### src/rtl/bsg_link_downstream_rx.sv
// Receive end of the source-synchronous token link: assembles 16-bit beats into
// core words, buffers them in a FIFO and returns credits in batches via a toggling token.
module bsg_link_downstream_rx #(
    parameter int WIDTH_P         = 64,
    parameter int CHANNEL_WIDTH_P = 8,
    parameter int NUM_CHANNELS_P  = 2,
    parameter int FIFO_ELS_P      = 16,
    parameter int TOKEN_BATCH_P   = 8
) (
    input  logic                       clk,
    input  logic                       rst_n,
    input  logic                       io_valid_i,
    input  logic [CHANNEL_WIDTH_P-1:0] io_data_ch0_i,
    input  logic [CHANNEL_WIDTH_P-1:0] io_data_ch1_i,
    output logic                       io_token_o,
    output logic                       core_valid_o,
    output logic [WIDTH_P-1:0]         core_data_o,
    input  logic                       core_yumi_i,
    output logic                       overflow_o,
    output logic [6:0]                 recv_cnt_o,
    output logic [6:0]                 deq_cnt_o
);

    localparam int BEAT_W  = CHANNEL_WIDTH_P * NUM_CHANNELS_P;
    localparam int BEATS   = WIDTH_P / BEAT_W;
    localparam int BCNT_W  = $clog2(BEATS);
    localparam int ADDR_W  = $clog2(FIFO_ELS_P);
    localparam int PTR_W   = ADDR_W + 1;
    localparam int BATCH_W = $clog2(TOKEN_BATCH_P);
    localparam int PART_W  = WIDTH_P - BEAT_W;

    logic [BCNT_W-1:0]  r_beat;
    logic [PART_W-1:0]  r_partial;
    logic [WIDTH_P-1:0] r_mem [FIFO_ELS_P];
    logic [PTR_W-1:0]   r_wr_ptr;
    logic [PTR_W-1:0]   r_rd_ptr;
    logic [BATCH_W-1:0] r_batch;
    logic               r_token;
    logic               r_overflow;
    logic [6:0]         r_recv_cnt;
    logic [6:0]         r_deq_cnt;

    logic               w_last_beat;
    logic               w_word_done;
    logic [WIDTH_P-1:0] w_word;
    logic               w_empty;
    logic               w_full;
    logic               w_pop;
    logic               w_push;
    logic               w_drop;

    assign w_last_beat = (r_beat == BCNT_W'(BEATS - 1));
    assign w_word_done = io_valid_i && w_last_beat;
    // The final beat bypasses the partial register and goes straight into the FIFO.
    assign w_word      = {io_data_ch1_i, io_data_ch0_i, r_partial};
    assign w_empty     = (r_wr_ptr == r_rd_ptr);
    assign w_full      = (r_wr_ptr[ADDR_W] != r_rd_ptr[ADDR_W]) &&
                         (r_wr_ptr[ADDR_W-1:0] == r_rd_ptr[ADDR_W-1:0]);
    assign w_pop       = core_yumi_i && !w_empty;
    // When full, a same-cycle pop frees the slot the new word lands in.
    assign w_push      = w_word_done && (!w_full || core_yumi_i);
    assign w_drop      = w_word_done && !w_push;

    assign core_valid_o = !w_empty;
    assign core_data_o  = r_mem[r_rd_ptr[ADDR_W-1:0]];
    assign io_token_o   = r_token;
    assign overflow_o   = r_overflow;
    assign recv_cnt_o   = r_recv_cnt;
    assign deq_cnt_o    = r_deq_cnt;

    // Beat counter and partial-word assembly.
    always_ff @(posedge clk or negedge rst_n) begin
        if (!rst_n) begin
            r_beat    <= '0;
            r_partial <= '0;
        end else if (io_valid_i) begin
            r_beat <= r_beat + BCNT_W'(1);
            for (int k = 0; k < BEATS - 1; k++) begin
                if (r_beat == BCNT_W'(k)) begin
                    r_partial[k*BEAT_W +: BEAT_W] <= {io_data_ch1_i, io_data_ch0_i};
                end
            end
        end
    end

    // FIFO storage; cleared on reset so the head reads zero.
    always_ff @(posedge clk or negedge rst_n) begin
        if (!rst_n) begin
            for (int i = 0; i < FIFO_ELS_P; i++) begin
                r_mem[i] <= '0;
            end
        end else if (w_push) begin
            r_mem[r_wr_ptr[ADDR_W-1:0]] <= w_word;
        end
    end

    // FIFO pointers, status counters and sticky overflow flag.
    always_ff @(posedge clk or negedge rst_n) begin
        if (!rst_n) begin
            r_wr_ptr   <= '0;
            r_rd_ptr   <= '0;
            r_recv_cnt <= '0;
            r_deq_cnt  <= '0;
            r_overflow <= 1'b0;
        end else begin
            if (w_push) begin
                r_wr_ptr   <= r_wr_ptr + PTR_W'(1);
                r_recv_cnt <= r_recv_cnt + 7'd1;
            end
            if (w_pop) begin
                r_rd_ptr  <= r_rd_ptr + PTR_W'(1);
                r_deq_cnt <= r_deq_cnt + 7'd1;
            end
            if (w_drop) begin
                r_overflow <= 1'b1;
            end
        end
    end

    // Credit return: one token edge per full batch of pops.
    always_ff @(posedge clk or negedge rst_n) begin
        if (!rst_n) begin
            r_batch <= '0;
            r_token <= 1'b0;
        end else if (w_pop) begin
            r_batch <= r_batch + BATCH_W'(1);
            if (r_batch == BATCH_W'(TOKEN_BATCH_P - 1)) begin
                r_token <= ~r_token;
            end
        end
    end

endmodule

### config.mk
export PLATFORM = sky130hd
export DESIGN_NAME = bsg_link_downstream_rx
export DESIGN_NICKNAME = d
export VERILOG_FILES = /design/src/rtl/bsg_link_downstream_rx.sv
export SDC_FILE = /design/constraint.sdc
export NUM_CORES = 2
export LEC_CHECK = 0
export CELL_PAD_IN_SITES_DETAIL_PLACEMENT = 0
export CELL_PAD_IN_SITES_GLOBAL_PLACEMENT = 1
export CORE_MARGIN = 4
export CORE_UTILIZATION = 58
export DETAILED_ROUTE_END_ITERATION = 12
export GPL_ROUTABILITY_DRIVEN = 0
export PLACE_DENSITY_LB_ADDON = 0.1
export SLEW_MARGIN = 20
export SYNTH_ARGS = -nofsm -noshare
export SYNTH_HDL_FRONTEND = slang
export SYNTH_SLANG_ARGS = --single-unit
### constraint.sdc
create_clock -name clk -period 4.15 [get_ports clk]
set_input_delay 0.415 -clock clk [delete_from_list [all_inputs] [get_ports clk]]
set_output_delay 0.415 -clock clk [all_outputs]
set_load 0.02 [all_outputs]
==> out/summary.txt <==
Die Y -> 301 um
post-route minimum period -> 4.05 ns
Syn Nets -> 3,214
Worst-Margin Slew -> 1.16 ns
Worst R2R Start -> r_rd_ptr[1]
CTS tree -> built
synth unique cells -> 38
Skew-Pair Late Insertion Delay -> 0.69 ns
Avg Vias per Cell -> 6.39
vias in the first global route -> 31,200
largest family of logic cells by synthesized area -> multiplexers
DR WL met2 -> 62.8 mm
Layout fillers -> 6,023
die footprint -> 90,900 sq um
total wire length -> 126 mm
first-pass GRT wire length -> 195 mm
mux cell area share after synthesis -> 36.8%
CTS Sinks -> 1,103
Chip Width -> 301 um
CP Launch Point -> r_rd_ptr[0]
Compound-Gate Fraction of Synth Area -> 3.41%
gr usage total -> 28.3%
top sig layer -> met4
DP HPWL -> 69.1 mm
initial core utilization -> 58.6%
largest net degree at the start of global routing -> 115
Fmax -> 0.247 GHz
std cell rows -> 107
Hold WS -> 0.404 ns
Hold WC Path Type -> in -> async
Crit path required time -> 3.73 ns
Post-Route M1 WL -> 53.8 mm
clock buffer depth -> 3
Area growth, synth to finish -> 11.7%
Routed Antenna Nets -> 0
sequential share of the synthesized area -> 55.3%
PwrDens -> 755 nW/um^2
slew margin rel. -> 22.4%
Clock Pin Slew Worst Setup and Hold Paths -> 0.06 ns
Adder-Cell Fraction of Synth Area -> 0.326%
Core Region -> 85,300 sq um
type of the worst setup path -> reg -> out
diode count -> 0
status -> completed
antenna violations before repair -> 5
Main synth FF type -> dfrtp_1
flop and latch count out of synthesis -> 1,103
Worst IR Drop VDD -> 0.465 mV
CTS Root Cell -> clkbuf_16
Pins Over Slew Limit -> 0
iteration-0 DRC count of the detailed router -> 1,930
xor and xnor area share after synthesis -> 0.491%
Final period util -> 97.6%
met3 WL -> 5.58 mm
Fin. Hold Viols -> 0
vias -> 28,300
PortBufs -> 100
Post-Synthesis Cell Area -> 50,000 sq um
H-Tree Depth -> 3
Max-Cap Viols -> 0
Post-synth ARST share -> 100%
average wire per standard cell -> 28.3 um
first drt pass iteration count -> 7
simple-gate share of the synthesized area -> 0.481%
nets@finish -> 3,229
gr ovfl total -> 0
count of flip-flops with a built-in enable after synthesis -> 0
Worst EP arrival -> 3.64 ns
crit start category -> register
Critical Path Fanout Max -> 28
skew final -> 0.0212 ns
Leakage -> 26.1 nW
CP Capture Type -> output port
TritonCTS buffer count -> 116
Final setup viols -> 0
Ys Warns -> 0
io pins -> 101
Mean Syn Cell Area -> 15.7 sq um
Syn Inst Count -> 3,181
Final Total Pwr -> 0.0422 W
DRC -> 0
share of cells above drive strength 1 -> 43.8%
==> metal layers <==
metal / up-vias / GRT usage, %
met3: 209 / 3.95
met2: 699 / 47.5
met1: 15500 / 39.0
li1: 11900 / -
met5: - / 0
met4: 0 / 8.11
==> cells in the final DEF (no fill, tap or decap), drive strengths merged <==
cell type	netlist	routed
a2111oi	2	2
a211oi	6	6
a21boi	2	2
a21oi	24	24
a22oi	64	64
a31o	1	1
a32oi	64	64
and2	2	2
and3	4	4
and4	1	1
buf	166	87
bufinv	0	4
clkbuf	124	180
clkdlybuf4s50	0	98
clkinv	1	23
clkinvlp	0	2
dfrtp	1103	1103
dlygate4sd3	0	1
ha	13	13
inv	7	11
mux2	1078	1078
mux2i	192	192
mux4	192	192
nand2	24	24
nand3	6	6
nand4	4	4
nor2	3	3
nor2b	3	3
nor4	1	1
nor4bb	1	1
o21ai	65	65
xnor2	3	3
xor2	25	25
==> stage by stage <==
stage                     TNS (ns)  setup WS [ns]  std cells  instance area, sq um  utilization (%)
final                            0         0.0986       4433                 55800             65.5
after global routing      -0.00670       -0.00670       4433                 55800             65.5
after CTS                        0         0.0412       4432                 55800             65.4
after detailed placement         0          0.625       4219                 52000             60.9
after global placement           0          0.653       4219                 52000             60.9
after floorplan                  0           1.66       3181                 50000                -
==> layout make-up <==
cell class,instances,area [sq um],share of cell area [%]
timing repair buffer,187,2110,3.77
clock inverter,32,305,0.547
multi-input combinational,1780,20800,37.3
sequential,1103,27600,49.5
inverter,8,30.0,0.0538
clock buffer,179,3500,6.27
tap,1144,1430,2.56
==> worst paths after layout <==
path,endpoint,slack [ns],cells past startpoint
worst min-delay path,r_mem[396],0.40,2
worst max register to register,r_mem[540],0.71,7
worst max-delay path,core_data_o[3],0.1,6
min in group clk,r_partial[8],0.42,2
max in group asynchronous,r_mem[450],2.45,3
worst min register to register,overflow_o,0.48,1
==> where the power goes <==
group / internal (W) / switching (W)
logic: 0.00756 / 0.00709
registers: 0.0143 / 0.00298
clock network: 0.00602 / 0.00421
==> cells by family after synthesis <==
| family | Yosys count |
|---|---|
| and+or+nand+nor | 49 |
| DFF | 1103 |
| adders and majority gates | 13 |
| buffers and inverters | 298 |
| muxes | 1462 |
| AOI/OAI and AO/OA | 228 |
| xor gates and xnor gates | 28 |
==> sequential cells by signal (all words and copies together), names as in the netlist <==
signal	cells
r_wr_ptr	5
io_token_o	1
deq_cnt_o	7
r_rd_ptr	5
r_beat	2
r_batch	3
r_partial	48
overflow_o	1
r_mem	1024
recv_cnt_o	7
==> cell usage after synthesis (all sizes together) (3+ instances only) <==
master | n | area, sq um
dfrtp | 1103 | 27600
mux2 | 1078 | 12100
mux2i | 192 | 1920
mux4 | 192 | 4320
buf | 166 | 1120
clkbuf | 124 | 465
o21ai | 65 | 325
a22oi | 64 | 480
a32oi | 64 | 561
xor2 | 25 | 219
a21oi | 24 | 240
nand2 | 24 | 90.1
ha | 13 | 163
inv | 7 | 26.3
a211oi | 6 | 45.0
nand3 | 6 | 30.0
and3 | 4 | 25.0
nand4 | 4 | 25.0
nor2 | 3 | 13.8
nor2b | 3 | 18.8
xnor2 | 3 | 26.3
==> worst max-delay path, stage by stage, from the launching register on <==
cell and delay, ns:
dfrtp_4 0.65, buf_12 0.32, buf_12 0.27, mux4_2 0.55
a32oi_1 0.18, o21ai_0 0.29, clkdlybuf4s50_1 0.64
==> repair_timing <==
item / CTS / global route
setup buffers: 1 / 1
endpoints found under the setup margin: 11 / 6
hold endpoints to repair: 85 / 0
hold buffers: 1 / 0
pin swaps: 0 / 0
gates resized for setup: 0 / 0
No activity file was read; power rests on OpenSTA's default activity.
